$ cat config.mk
export PLATFORM = sky130hd
export DESIGN_NAME = count_snapshot_buffer_flat
export DESIGN_NICKNAME = d
export VERILOG_FILES = /design/src/rtl/count_snapshot_buffer_pkg.sv /design/src/rtl/count_snapshot_buffer_if.sv /design/src/rtl/count_snapshot_buffer_accum.sv /design/src/rtl/count_snapshot_buffer.sv /design/src/flat_wrapper.sv
export SDC_FILE = /design/constraint.sdc
export NUM_CORES = 1
export LEC_CHECK = 0
export BUFFER_PORTS_ARGS = -buffer_cell sky130_fd_sc_hd__buf_4
export CORE_MARGIN = 4
export CORE_UTILIZATION = 40
export CTS_CLUSTER_SIZE = 40
export DETAILED_ROUTE_END_ITERATION = 12
export PLACE_DENSITY = 0.66
export SYNTH_ARGS = -nofsm -noshare
export SYNTH_HDL_FRONTEND = slang
export SYNTH_SLANG_ARGS = --single-unit
$ cat constraint.sdc
create_clock -name clk -period 3.17 [get_ports clk]
set_clock_uncertainty 0.05 [all_clocks]
set_input_delay 0.1585 -clock clk [delete_from_list [all_inputs] [get_ports clk]]
set_output_delay 0.1585 -clock clk [all_outputs]
set_load 0.01 [all_outputs]
$ cat src/rtl/count_snapshot_buffer_pkg.sv
// count_pkg: shared widths, mode encodings and lane helper for the snapshot buffer
package count_pkg;
    localparam int CNT_W  = 8;
    localparam int SEQ_W  = 8;
    localparam int DROP_W = 8;
    localparam int LANES  = 4;
    localparam logic MODE_RAW = 1'b0;
    localparam logic MODE_AVG = 1'b1;
    function automatic logic [CNT_W-1:0] lane(input logic [LANES*CNT_W-1:0] bus, input int i);
        return bus[i*CNT_W +: CNT_W];
    endfunction
endpackage

$ cat src/rtl/count_snapshot_buffer_if.sv
// count_snapshot_buffer_if: valid/ready snapshot stream towards the UART framer
interface count_snapshot_buffer_if import count_pkg::*; #(parameter int CH = LANES, parameter int W = CNT_W);
    logic             out_valid;
    logic             out_ready;
    logic [CH*W-1:0]  out_data;
    logic [SEQ_W-1:0] out_seq;
    modport master(output out_valid, out_data, out_seq, input out_ready);
    modport slave(input out_valid, out_data, out_seq, output out_ready);
endinterface

$ cat src/rtl/count_snapshot_buffer_accum.sv
// count_accum: one channel's window-sum accumulator with truncating mean output
module count_accum import count_pkg::*; #(
    parameter int W        = CNT_W,
    parameter int AVG_LOG2 = 2
) (
    input  logic         clk,
    input  logic         rst,
    input  logic         clr,
    input  logic         add,
    input  logic         fin,
    input  logic [W-1:0] cnt,
    output logic [W-1:0] res
);
    // AVG_LOG2 guard bits: 2^AVG_LOG2 full-scale samples never overflow
    logic [W+AVG_LOG2-1:0] acc, sum;
    assign sum = acc + (W+AVG_LOG2)'(cnt);
    assign res = W'(sum >> AVG_LOG2);
    always_ff @(posedge clk) begin
        if (rst || clr || fin) acc <= '0;
        else if (add) acc <= sum;
    end
endmodule

$ cat src/rtl/count_snapshot_buffer.sv
// count_snapshot_buffer: captures raw or averaged oscillator counts and publishes them with seq/drop tracking
module count_snapshot_buffer import count_pkg::*; #(
    parameter int CH       = LANES,
    parameter int W        = CNT_W,
    parameter int AVG_LOG2 = 2
) (
    input  logic              clk,
    input  logic              rst,
    input  logic              window_done,
    input  logic [CH*W-1:0]   count,
    input  logic              mode,
    input  logic              clr_drop,
    output logic [DROP_W-1:0] drop_cnt,
    count_snapshot_buffer_if.master snap
);
    logic                mode_q;
    logic [AVG_LOG2-1:0] acc_cnt;
    logic [CH*W-1:0]     avg_res, result;
    logic                mode_chg, wd, avg_wd, last, produce, take;
    // a mode change restarts averaging and swallows that cycle's window
    assign mode_chg = mode != mode_q;
    assign wd       = window_done && !mode_chg;
    assign avg_wd   = wd && mode_q == MODE_AVG;
    assign last     = acc_cnt == '1;
    assign produce  = wd && (mode_q == MODE_RAW || last);
    assign take     = produce && (!snap.out_valid || snap.out_ready);
    assign result   = mode_q == MODE_AVG ? avg_res : count;
    for (genvar g = 0; g < CH; g++) begin : g_acc
        count_accum #(.W(W), .AVG_LOG2(AVG_LOG2)) u_acc (
            .clk(clk),
            .rst(rst),
            .clr(mode_chg),
            .add(avg_wd && !last),
            .fin(avg_wd && last),
            .cnt(count[g*W +: W]),
            .res(avg_res[g*W +: W])
        );
    end
    always_ff @(posedge clk) begin
        if (rst) begin
            mode_q         <= MODE_RAW;
            acc_cnt        <= '0;
            snap.out_valid <= 1'b0;
            snap.out_data  <= '0;
            snap.out_seq   <= '0;
            drop_cnt       <= '0;
        end else begin
            mode_q  <= mode;
            acc_cnt <= mode_chg ? '0 : avg_wd ? acc_cnt + 1'b1 : acc_cnt;
            if (take) begin
                snap.out_valid <= 1'b1;
                snap.out_data  <= result;
                snap.out_seq   <= snap.out_seq + 1'b1;
            end else if (snap.out_valid && snap.out_ready) begin
                snap.out_valid <= 1'b0;
            end
            drop_cnt <= clr_drop ? '0 : (produce && !take && drop_cnt != '1) ? drop_cnt + 1'b1 : drop_cnt;
        end
    end
endmodule

$ cat src/flat_wrapper.sv
// flat-port wrapper written by rule: the top's interface ports become plain ports
module count_snapshot_buffer_flat import count_pkg::*;
#(
    parameter int CH       = LANES,
    parameter int W        = CNT_W,
    parameter int AVG_LOG2 = 2
)
  (clk, rst, window_done, count, mode, clr_drop, drop_cnt, snap_out_valid, snap_out_data, snap_out_seq, snap_out_ready);
  count_snapshot_buffer_if #(.CH(CH), .W(W)) snap_i ();
  input  logic clk;
  input  logic rst;
  input  logic window_done;
  input  logic [CH*W-1:0] count;
  input  logic mode;
  input  logic clr_drop;
  output logic [DROP_W-1:0] drop_cnt;
  output wire logic [$bits(snap_i.out_valid)-1:0] snap_out_valid;
  output wire logic [$bits(snap_i.out_data)-1:0] snap_out_data;
  output wire logic [$bits(snap_i.out_seq)-1:0] snap_out_seq;
  input wire logic [$bits(snap_i.out_ready)-1:0] snap_out_ready;
  assign snap_out_valid = snap_i.out_valid;
  assign snap_out_data = snap_i.out_data;
  assign snap_out_seq = snap_i.out_seq;
  assign snap_i.out_ready = snap_out_ready;
  count_snapshot_buffer #(.CH(CH), .W(W), .AVG_LOG2(AVG_LOG2)) u_core (.clk(clk), .rst(rst), .window_done(window_done), .count(count), .mode(mode), .clr_drop(clr_drop), .drop_cnt(drop_cnt), .snap(snap_i));
endmodule
==> summary by stage, run 1 <==
Timing
The slew of the pin with the lowest slew margin is ~780 ps. Counting I/O delays and the setup requirement, the final critical path takes 2280 ps. The final hold violation count is 0. The sum of negative setup slack is 0 ps. Timing would allow up to 0.439 GHz.

The relative max-transition margin is 0.483. The worst hold slack is 62.2 ps. Setup repair after global routing left no endpoint under its margin.

The final count of negative-setup-slack endpoints is 0. The final clock period utilization by the worst path is 0.718. The final max-slew violation count is 0.

Die
The core region is roughly 0.013 sq mm. In this run the core area contains 41 standard-cell rows. The I/O pin count is 87.

Measured along the x axis, the die boundary spans between 100 and 150 microns. The initial utilization of the core area, before any placement, comes to 0.411. The height of the chip is 122 microns. The die covers between 0.01 and 0.015 sq mm.

Job
The number of violations of the max-capacitance limit is 0.

Layout
The number of antenna repair diodes is 0. The final net count is approximately 780. Summing all multi-input logic gate instances after layout gives 0.00317 sq mm.

The share of cells above drive strength 1 is 0.177. The sequential cells in the finished layout cover a total of 0.00184 sq mm. The share of the core filled with cells is 0.495. The area added between synthesis and finish is 20.6%. The layout has 1,267 filler cells.

Logic synthesis
Of the total synthesized cell area, the portion taken by full adders, half adders and majority gates is 0.0992. In the post-synthesis netlist, the biggest area contributors are dfxtp_1 35%, ha_1 8.4%, a21oi_1 7.4%. After synthesis, the most frequently instantiated cells are 92 x dfxtp_1, 77 x a21oi_1, 76 x nand2_1, 50 x nor2_1, 43 x o21ai_0.

The number of cells produced by synthesis is 631. The xor/xnor cell area share of the yosys netlist is 0.0620. In the synthesized netlist the dominant register cell turns out to be dfxtp_1. The portion of synthesized cell area occupied by the leading cell type is 0.353. The basic-gate share of the synthesized area counting and, or, nand and nor cells is 0.184.

The flip-flop and latch count after synthesis is 92. Of the synthesized area, sequential elements account for 0.353. In this run, synthesis inferred 0 flip-flops with an integrated enable. For this run, the number of Yosys warnings is 0.

The average instance in the mapped netlist occupies 8.28 sq um. The cell with the most instances after synthesis is dfxtp_1. The net count after synthesis is 708. The main combinational cell family by area after synthesis is compound AO/OA/AOI/OAI gates.

The proportion of register bits with asynchronous set or reset after synthesis is 0. The synthesized cell area is ~0.0052 sq mm. The share of the synthesized area in compound gates (AO/OA/AOI/OAI) is 0.231. The cell type with the highest aggregate area in the netlist is dfxtp_1.

The synthesized netlist contains 63 unique library cells. The mux contribution to synthesized area is 0.0307.

Setup path
The critical path startpoint category is a register. The worst setup path is of the reg2reg kind. Along the worst path, the maximum fanout reaches 3. The data arrival time of the critical path is 2500 ps. The critical path capture point type is a register.

The endpoint required time on the critical path is about 3400 ps. The slack of the worst reg-to-reg path is slightly below 900 ps.

Power and ir drop
Internal power comes to about 2000 uW. The sequential share of power is 0.460. The static leakage power is between 0.002 and 0.003 uW.

The share of total power in combinational logic is 0.128. The largest vdd supply drop is 0.259 mV. The total power per unit cell area is 416 mW/mm^2. The clock network power share is 0.412. In this run the power spent charging and discharging nets is between 600 and 700 uW. The proportion of total power due to net switching is 0.253.

CTS
The root buffer cell is clkbuf_16. The post-CTS setup buffer count is 0. The TritonCTS clock tree is built. The post-cts resize count is 0. The maximum count of clock buffers along a single path is 2. The quantity of hold-fixing buffers added after cts is 0. The clock sink count is 92. The number of buffers added by the clock tree synthesis step is 9. The clock transition time at the flip-flop clock pins of the worst setup and hold paths is about 70 ps.

The worst-skew pair later-pin latency is between 300 and 400 ps. The H-tree depth reported by CTS is 3.

Drt
After detailed routing, the number of remaining DRC violations is 0. The detail-routed via count per cell is between 5 and 6. For this run, the detailed router's first-pass iteration total came to 4. The detail route stage leaves a number of antenna-violating nets equal to 0. The routed design has around 13 mm of wire. The count of routing violations after the opening detailed-route iteration is 239. The wire length per cell is roughly 15 microns. The number of vias after detailed routing is 4,720.

Placed design
Routability-driven placement finished with a final weighted congestion of 0.852. During placement, the flow inserted port buffers numbering 86. The HPWL after detailed placement is between 9 and 10 mm.

Global routing
The largest net degree at the start of global routing is 45. The number of antenna violations at the first check in global routing is 0. The number of global-route vias before repair is 4,477. The total routing usage reported by global routing is 0.180. For this run the aggregate overflow at the end of global routing stands at 0. The first global-routing pass estimated ~22 mm of wire.

Min path
The tightest min-delay check is of the in2reg type.

Run status
The run finished with clean final reports.
==> placed cells by master (no fill, tap or decap), types with 3 or more instances in the layout <==
cell,n
o22ai_1,6
buf_4,94
nor2_1,49
nor2b_1,4
nand2_1,76
o31ai_1,5
ha_1,35
clkbuf_16,9
xnor2_1,18
nand4_1,8
or3_1,7
nand2b_1,3
o21a_1,3
fa_1,4
nor3_1,15
a31oi_1,7
nand3_1,10
a21o_1,10
o21ai_1,9
nor4b_1,6
xor2_1,19
a211oi_1,14
nor3b_1,3
o21bai_1,3
and3_1,3
inv_1,14
dfxtp_1,91
a21oi_1,77
o21ai_0,43
mux2i_1,16
clkinv_2,3
==> cell type report <==
class                      instances  share of cell area
clock buffer                      10              0.0379
sequential                        92               0.292
multi-input combinational        492               0.504
inverter                          14             0.00834
tap                              172              0.0341
clock inverter                     5             0.00834
timing repair buffer              95               0.115
==> sequential cells by signal, indices dropped and copies added (netlist names) <==
register and flops:
u_core.snap.out_valid 1, u_core.g_acc.u_acc.acc 40, u_core.snap.out_seq 8, u_core.drop_cnt 8, u_core.mode_q 1, u_core.acc_cnt 2, u_core.snap.out_data 32
==> worst paths after layout <==
| kind | start | end | cells past startpoint |
|---|---|---|---|
| setup / recovery | u_core.g_acc[0].u_acc.acc[0] | u_core.g_acc[0].u_acc.acc[8] | 8 |
| setup reg to reg | u_core.g_acc[0].u_acc.acc[0] | u_core.g_acc[0].u_acc.acc[8] | 8 |
| hold / removal | count[7] | u_core.snap.out_data[7] | 3 |
| hold reg to reg | u_core.snap.out_data[8] | u_core.snap.out_data[8] | 2 |
==> critical path: stages (launching register included) <==
cell and delay, ps:
dfxtp_1 330, ha_1 200, inv_1 70, fa_1 390
nand2b_1 200, a211oi_2 220, nor3_1 100, or4_1 500
a21oi_1 140
==> per-stage QoR <==
step | cell area [sq um] | std cells | setup WS, ps | power, uW
6_report | 6300 | 880 | 894 | 2620
5_1_grt | 6300 | 880 | 682 | 2740
4_1_cts | 6300 | 880 | 871 | 2650
3_5_place_dp | 6010 | 865 | 890 | 1570
3_3_place_gp | 6010 | 865 | 973 | 1560
2_1_floorplan | 5220 | 631 | 1040 | 1430
==> metal layers <==
layer  part of all wire  global-route usage
met1               0.45               0.236
met2               0.48               0.297
met3              0.054              0.0410
met4             0.0089              0.0525
met5                  0                   0
==> cells by family after synthesis <==
kind of cell / count (synthesis)
fa+ha+maj: 39
mux: 16
buf+inv: 47
simple gates: 201
xor+xnor: 37
flops: 92
compound gates: 199
==> power by group through the flow <==
stage	Clock [uW]	Combinational, uW	Sequential, uW
3_5_place_dp	0	335	1230
5_1_grt	1160	371	1210
3_3_place_gp	0	331	1230
4_1_cts	1100	337	1210
6_report	1080	334	1210
2_1_floorplan	0	187	1240
(Power assumes the default switching activity.)
==> inputs of run 2 (changes only) <==
--- a/config.mk
+++ b/config.mk
@@ -5,6 +5,7 @@
 export SDC_FILE = /design/constraint.sdc
 export NUM_CORES = 1
 export LEC_CHECK = 0
+export ABC_AREA = 1
 export BUFFER_PORTS_ARGS = -buffer_cell sky130_fd_sc_hd__buf_4
 export CORE_MARGIN = 4
 export CORE_UTILIZATION = 40
==> constraint.sdc (replaced) <==
create_clock -name clk -period 2.15 [get_ports clk]
set_clock_uncertainty 0.05 [all_clocks]
set_input_delay 0.1075 -clock clk [delete_from_list [all_inputs] [get_ports clk]]
set_output_delay 0.1075 -clock clk [all_outputs]
set_load 0.01 [all_outputs]
==> summary by stage, run 2 <==
Run status
The flow ran to the end, and the final reports show no timing, DRC or antenna violations.

Drt
The number of vias after detailed routing is 5,431 (+15%). The wire length per cell is 12.9 microns (-13%). The detail-routed via count per cell is 4.94 (-7.9%).

The number of iterations in the first detailed-routing pass came to 5 (+1). The detailed-route DRC error count is 0 (unchanged). The final antenna-violating net count is 0 (unchanged). The count of routing violations after the opening detailed-route iteration is 408 (+71%). The total wirelength of the detailed-routed design came to 14.2 mm (+8.3%).

Timing
The worst path needs 1910 ps of the cycle, external delays included. The final count of negative-setup-slack endpoints is 0 (unchanged). The final max-slew violation count came to 0 (unchanged).

The slew of the pin with the lowest slew margin is 502 ps (-273 ps). Dividing the final minimum period by the clock period gives 0.887. The sum of negative setup slack came to 0 ps (unchanged). The final hold violation count came to 0 (unchanged). The relative max-transition margin is 0.665 (+0.182). Timing would allow up to around 0.52 GHz.

Setup repair after global routing left no endpoint under its margin.

Placed design
The final weighted congestion in routability-driven placement is 0.873 (+2.5%). The quantity of I/O buffers inserted on ports is 86 (unchanged). The number of placed instances, taps included is 1,071 (+24%).

The HPWL after detailed placement is 10.2 mm (+8.6%).

Job
The number of violations of the max-capacitance limit is 0 (unchanged).

CTS
The worst-skew pair later-pin latency came to 360 ps (about the same). The root buffer cell is clkbuf_16. The post-cts resize count is 0 (unchanged). The TritonCTS clock tree is built. The H-tree depth reported by CTS is 3 (unchanged). The post-CTS setup buffer count was 0 (unchanged). The clock sink count is 92 (unchanged). The clock transition time at the flip-flop clock pins of the worst setup and hold paths was 70 ps (about the same).

The number of buffers added by the clock tree synthesis step is 9 (unchanged). The maximum count of clock buffers along a single path is 2 (unchanged).

Global routing
The number of antenna violations at the first check in global routing was 0 (unchanged). The aggregate global routing overflow came to 0 (unchanged). The largest net degree at the start of global routing was 45 (unchanged). The first-pass GRT wire length is 24.1 mm (+12%).

The total routing usage reported by global routing came to 0.183 (+0.00346). The number of global-route vias before repair is 5,017 (+12%).

Layout
The library cell used most frequently in the layout, excluding fill and tap cells, is nand2_1. The number of inserted filler cells in the final layout is 1,386 (+9.4%). The share of cells above drive strength 1 is 0.142 (-0.0348). The flip-flop count of the largest register, all copies and words added is 40 (unchanged). The number of antenna repair diodes is 0 (unchanged). The area taken by flip-flops and latches is 0.00184 sq mm (about the same). The number of non-filler instances in the completed layout came to 1,100 (+25%). The library cells used most frequently in the layout, excluding fill and tap cells, are 208 x nand2_1, 104 x a21oi_1, 96 x inv_1. The register with the most flip-flops in the final layout is u_core.g_acc.u_acc.acc. The area used by multi-input combinational logic is 0.00321 sq mm (+1.1%). Relative to the synthesized area, the layout overhead comes to 22.7%. In the final layout, the registers with the most flip-flops are u_core.g_acc.u_acc.acc (40), u_core.snap.out_data (32). The final net count came to 996 (+28%).

Logic synthesis
The number of cells produced by synthesis is 827 (+31%). The share of the yosys chip area belonging to registers came to 0.330 (-0.0222). Ranked by instance count, the synthesized netlist is headed by 208 x nand2_1, 104 x a21oi_1, 96 x inv_1, 92 x dfxtp_1, 70 x nor2_1. The net count after synthesis was 904 (+28%). The biggest area contributor in the post-synthesis netlist is dfxtp_1. The proportion of register bits with asynchronous set or reset after synthesis was 0 (unchanged). The most common cell in the synthesized netlist is nand2_1.

The commonest register cell after synthesis is dfxtp_1. By area the synthesized netlist is led by dfxtp_1 33%, nand2_1 14%, a21oi_1 9.3%. The synthesized area per cell came to 6.74 sq um (-19%). The count of yosys warnings during synthesis is 0 (unchanged).

The portion of synthesized cell area occupied by the leading cell type is 0.330 (-0.0222). The count of flip-flops with a built-in enable after synthesis is 0 (unchanged). The count of unique library cells instantiated by Yosys is 34 (-46%). The flip-flop and latch count after synthesis is 92 (unchanged). The synthesized cell area is 0.00557 sq mm (+6.7%).

Setup path
Walking the worst path, the cells encountered are dlygate4sd3_1, buf_4, ha_1, inv_1, fa_1, nand3b_1, nand2_1, nand2_1, nand2_1, nand2_1, nand2_1, nand2_1, nand2_1, inv_1. The delay of the slowest critical-path stage is 520 ps (+20 ps). The worst path buffer plus inverter count came to 4 (+3). For this design, the slowest cell found on the critical path is dlygate4sd3_1. The top fanout value on the critical path is 3 (unchanged). The endpoint required time on the critical path is 2360 ps (-1030 ps). The critical path capture point type is a register. The data arrival time of the critical path is 2110 ps (-390 ps).

The worst setup path is launched from a primary input. The most numerous cell type found on the critical path is nand2_1. In this design, the largest share of critical-path delay is due to buffers and inverters. The critical path class is in2reg.

Min path
The min-delay analysis places its worst path in the category in2reg.

Power and ir drop
The total power of the final layout is 4180 uW (+59%). The total power per unit cell area is 611 mW/mm^2 (+47%). The static leakage power came to 0.00341 uW (+36%).

The largest vdd supply drop is 0.445 mV (+72%).

Die
The starting density of the core came to 0.414 (+0.00374). The die extent in x is 126 microns (+3.1%). The height of the chip was 126 microns (+3.1%). The area enclosed by the die boundary is 0.0159 sq mm (+6.3%). The number of rows created at floorplan is 42 (+2.4%). The I/O pin count is 87 (unchanged). The core box area is 0.0135 sq mm (+5.7%).
run 2: cell count changes after synthesis, sizes merged, moves of 7 or more:
cell / change
or3: -7
o21ai: +10
a211oi: -15
nand3b: +7
nor3: -13
nand2: +134
a21oi: +27
nor2: +22
inv: +87
nand3: +40
xnor2: -12
mux2i: -16
run 2: timing repair:
| item | 4_1_cts | 5_1_grt |
|---|---|---|
| endpoints found under the setup margin | 0 | 0 |
| hold endpoints to repair | 17 | 0 |
| hold buffers | 13 | 0 |
run 2: final timing paths:
check                                             startpoint                      endpoint  slack, ps  depth (start not counted)
worst max-delay path                               count[16]  u_core.g_acc[2].u_acc.acc[8]        240                         14
worst min-delay path                               count[23]      u_core.snap.out_data[23]          9                          3
worst max register to register  u_core.g_acc[2].u_acc.acc[0]  u_core.g_acc[2].u_acc.acc[8]        300                         12
worst min register to register             u_core.acc_cnt[1]             u_core.acc_cnt[1]        420                          2
run 2: kinds of logic (layout without fill, tap and decap cells):
family	Yosys count	in the layout	share of synthesized area
DFF	92	92	0.330
AOI/OAI and AO/OA	186	186	0.176
and+or+nand+nor	362	362	0.276
buffers and inverters	129	226	0.0936
adders and majority gates	39	39	0.0929
xor gates and xnor gates	19	19	0.0312
run 2: layer usage:
metal / wire length [microns] / share of wire / track usage
met1: 6960 / 0.49 / 0.248
met2: 6320 / 0.44 / 0.291
met3: 734 / 0.052 / 0.0415
met5: 0 / 0 / 0
met4: 210 / 0.015 / 0.0574
run 2: metrics by stage:
| stage | util | area, sq um | hold slack, ps | setup WS, ps |
|---|---|---|---|---|
| global placement | 0.475 | 6390 | 304 | 358 |
| CTS | 0.509 | 6840 | 0.841 | 267 |
| finish | 0.509 | 6840 | 9.49 | 243 |
| detailed placement | 0.475 | 6390 | 306 | 334 |
| floorplan | - | 5570 | 164 | 465 |
| global route | 0.509 | 6840 | 15.3 | 70.8 |
run 2: layout make-up:
type	count	share of cell area
tap	176	0.0322
sequential	92	0.269
inverter	101	0.0558
multi-input combinational	606	0.469
timing repair buffer	109	0.126
clock inverter	7	0.0144
clock buffer	9	0.0329
run 2: power breakdown:
part	leakage, uW	total [uW]	switching [uW]	internal [uW]
Combinational	0.00251	625	361	264
Sequential	0.000748	1810	36.8	1770
Clock	0.000156	1750	722	1030
Total	0.00341	4180	1120	3060
run 2: worst register-to-register path, stage by stage (launching register included):
cell	delay [ps]
dfxtp_1	330
ha_1	180
inv_1	60
fa_1	390
nand3b_1	180
nand2_1	140
nand2_1	100
nand2_1	80
nand2_1	60
nand2_1	60
nand2_1	40
nand2_1	60
inv_1	30
==> inputs of run 3 (changes only) <==
--- a/config.mk
+++ b/config.mk
@@ -6,12 +6,14 @@
 export NUM_CORES = 1
 export LEC_CHECK = 0
 export ABC_AREA = 1
+export ABC_CLOCK_PERIOD_IN_PS = 1700
 export BUFFER_PORTS_ARGS = -buffer_cell sky130_fd_sc_hd__buf_4
 export CORE_MARGIN = 4
 export CORE_UTILIZATION = 40
 export CTS_CLUSTER_SIZE = 40
 export DETAILED_ROUTE_END_ITERATION = 12
-export PLACE_DENSITY = 0.66
+export PLACE_DENSITY = 0.68
+export REMOVE_ABC_BUFFERS = 1
 export SYNTH_ARGS = -nofsm -noshare
 export SYNTH_HDL_FRONTEND = slang
 export SYNTH_SLANG_ARGS = --single-unit
==> constraint.sdc (replaced) <==
create_clock -name clk -period 1.7 [get_ports clk]
set_clock_uncertainty 0.05 [all_clocks]
set_input_delay 0.085 -clock clk [delete_from_list [all_inputs] [get_ports clk]]
set_output_delay 0.085 -clock clk [all_outputs]
set_load 0.01 [all_outputs]
==> summary by stage, run 3 (synthesis results as in run 2) <==
Run status
The run finished, with violations left. The final reports fail on negative setup slack.

Setup path
The data arrival time of the critical path is 1920 ps (-190 ps). The most critical setup path has its startpoint at u_core.g_acc[3].u_acc.acc[0]. The endpoint required time on the critical path was 1900 ps (-460 ps).

The startpoint of the worst register-to-register path is u_core.g_acc[3].u_acc.acc[0]. The top fanout value on the critical path is 3 (unchanged). The critical path capture point type is a register. The critical path in this run is classified as reg2reg. The critical path startpoint category is a register.

Global routing
The aggregate global routing overflow was 0 (unchanged). The number of antenna violations at the first check in global routing is 0 (unchanged). The largest net degree at the start of global routing is 34 (-24%).

The first-pass GRT wire length is 24.5 mm (+1.9%). The total routing usage reported by global routing is 0.184 (+0.000998). The number of global-route vias before repair is 5,238 (+4.4%).

Power and ir drop
The total power per unit cell area came to 713 mW/mm^2 (+17%). The largest vdd supply drop is 0.597 mV (+34%). The static leakage power is 0.00363 uW (+6.5%).

Layout
The flip-flop count of the largest register, all copies and words added was 40 (unchanged). The library cell used most frequently in the layout, excluding fill and tap cells, is nand2_1. The share of cells above drive strength 1 came to 0.252 (+0.110). Relative to the synthesized area, the layout overhead comes to 36.9%. The number of antenna repair diodes came to 0 (unchanged).

The post-route standard cell area excluding fillers was 0.00763 sq mm (+12%). The area used by multi-input combinational logic was 0.00362 sq mm (+13%). The area taken by flip-flops and latches is 0.00185 sq mm (+0.34%). The largest registers in the layout are u_core.g_acc.u_acc.acc (40), u_core.snap.out_data (32). The register with the most flip-flops is u_core.g_acc.u_acc.acc. The number of non-filler instances in the completed layout was 1,138 (+3.5%).

The final net count is 1,034 (+3.8%). The library cells used most frequently in the layout, excluding fill and tap cells, are 187 x nand2_1, 113 x buf_4, 92 x inv_1, 92 x a21oi_1, 87 x dfxtp_1. The number of inserted filler cells in the final layout was 1,308 (-5.6%).

Drt
The number of vias after detailed routing is 5,705 (+5.0%). The total wirelength of the detailed-routed design was 15.3 mm (+7.8%). The number of iterations in the first detailed-routing pass came to 4 (-1).

The final antenna-violating net count came to 0 (unchanged). The detail-routed via count per cell is 5.01 (+1.5%). The wire length per cell was 13.5 microns (+4.2%).

The detailed-route DRC error count came to 0 (unchanged). The count of routing violations after the opening detailed-route iteration is 311 (-24%).

CTS
The worst-skew pair later-pin latency is 350 ps (about the same). The number of buffers added by the clock tree synthesis step is 9 (unchanged). The TritonCTS clock tree is built. The clock transition time at the flip-flop clock pins of the worst setup and hold paths is 60 ps (about the same).

The maximum count of clock buffers along a single path was 2 (unchanged). The clock sink count is 92 (unchanged). The root buffer cell is clkbuf_16. The H-tree depth reported by CTS is 3 (unchanged).

Timing
The smallest clock period supported by the final layout is computed as 1720 ps. The sum of negative setup slack came to -21.3 ps (-21.3 ps). The final hold violation count is 0 (unchanged).

The maximum frequency from static timing analysis is 0.581 GHz. The relative max-transition margin is 0.706 (+0.0414). The final count of negative-setup-slack endpoints is 1 (+1). The final max-slew violation count came to 0 (unchanged).

Setup repair after global routing could not meet its margin everywhere. In the finished design, the share of the clock period the worst path needs comes to 1.01. The slew of the pin with the lowest slew margin came to 441 ps (-61.4 ps).

The worst setup margin came to -21.3 ps (-265 ps).

Placed design
The quantity of I/O buffers inserted on ports came to 86 (unchanged). The final weighted congestion in routability-driven placement is 0.888 (+1.8%). The number of placed instances, taps included came to 1,091 (+1.9%). The HPWL after detailed placement was 10.5 mm (+3.1%). The standard cell area after detailed placement came to 0.00658 sq mm (+2.9%).

Min path
In this run the worst hold path is classified as in2reg. The worst hold path begins at count[27].

Die
The starting density of the core is 0.414 (unchanged). The die extent in x was 126 microns (unchanged). The I/O pin count is 87 (unchanged). The core box area is 0.0135 sq mm (unchanged). The number of rows created at floorplan is 42 (unchanged). The area enclosed by the die boundary is 0.0159 sq mm (unchanged). The height of the chip is 126 microns (unchanged).

Job
The number of violations of the max-capacitance limit is 0 (unchanged).
[run 3: repair_timing]
action,4_1_cts,5_1_grt
setup buffers,0,3
pin swaps,2,19
hold buffers,28,0
resized for setup,11,96
endpoints found under the setup margin,12,57
endpoints found under the hold margin,33,0
cloned,0,0
[run 3: stage by stage]
| step | power (uW) | setup slack (ps) | hold slack (ps) | util |
|---|---|---|---|---|
| 3_3_place_gp | 3130 | -15.9 | 267 | 0.489 |
| 4_1_cts | 5420 | -16.1 | 0.370 | 0.536 |
| 6_report | 5440 | -21.3 | 1.70 | 0.567 |
| 5_1_grt | 5670 | -136 | 23.9 | 0.567 |
| 2_1_floorplan | 2750 | -816 | 104 | - |
| 3_5_place_dp | 3140 | -96.4 | 270 | 0.489 |
[run 3: cell type report]
| type | instances | area share |
|---|---|---|
| well taps | 176 | 0.0289 |
| flip-flops and latches | 92 | 0.242 |
| inverters | 101 | 0.0510 |
| clock buffers | 10 | 0.0313 |
| repair buffers | 147 | 0.161 |
| multi-input cells | 606 | 0.474 |
| clock inverters | 6 | 0.0113 |
[run 3: layer usage]
metal,GRT usage,up-vias,routed length [microns]
met5,0,-,0
li1,-,2963,-
met4,0.0650,0,253
met3,0.0237,16,535
met1,0.243,2610,7230
met2,0.310,116,7310
[run 3: power by group]
group / total [uW] / internal [uW] / leakage (uW) / switching (uW)
combinational: 935 / 423 / 0.00273 / 512
sequential: 2290 / 2240 / 0.000750 / 50.6
clock: 2220 / 1330 / 0.000159 / 888
[run 3: path summary, 6_finish.rpt]
kind | cells after the start | to | slack [ps]
worst min-delay path | 3 | u_core.snap.out_data[27] | 2
worst max-delay path | 12 | u_core.g_acc[3].u_acc.acc[8] | -20
worst min register to register | 2 | u_core.g_acc[0].u_acc.acc[2] | 420
worst max register to register | 12 | u_core.g_acc[3].u_acc.acc[8] | -20
[run 3: critical path, cell delays in order (launching register included)]
cell	delay (ps)
dfxtp_2	350
ha_4	140
inv_2	30
fa_2	330
nand3b_1	180
nand2_2	130
nand2_2	90
nand2_2	80
nand2_2	60
nand2_1	50
nand2_1	40
nand2_1	50
inv_1	30
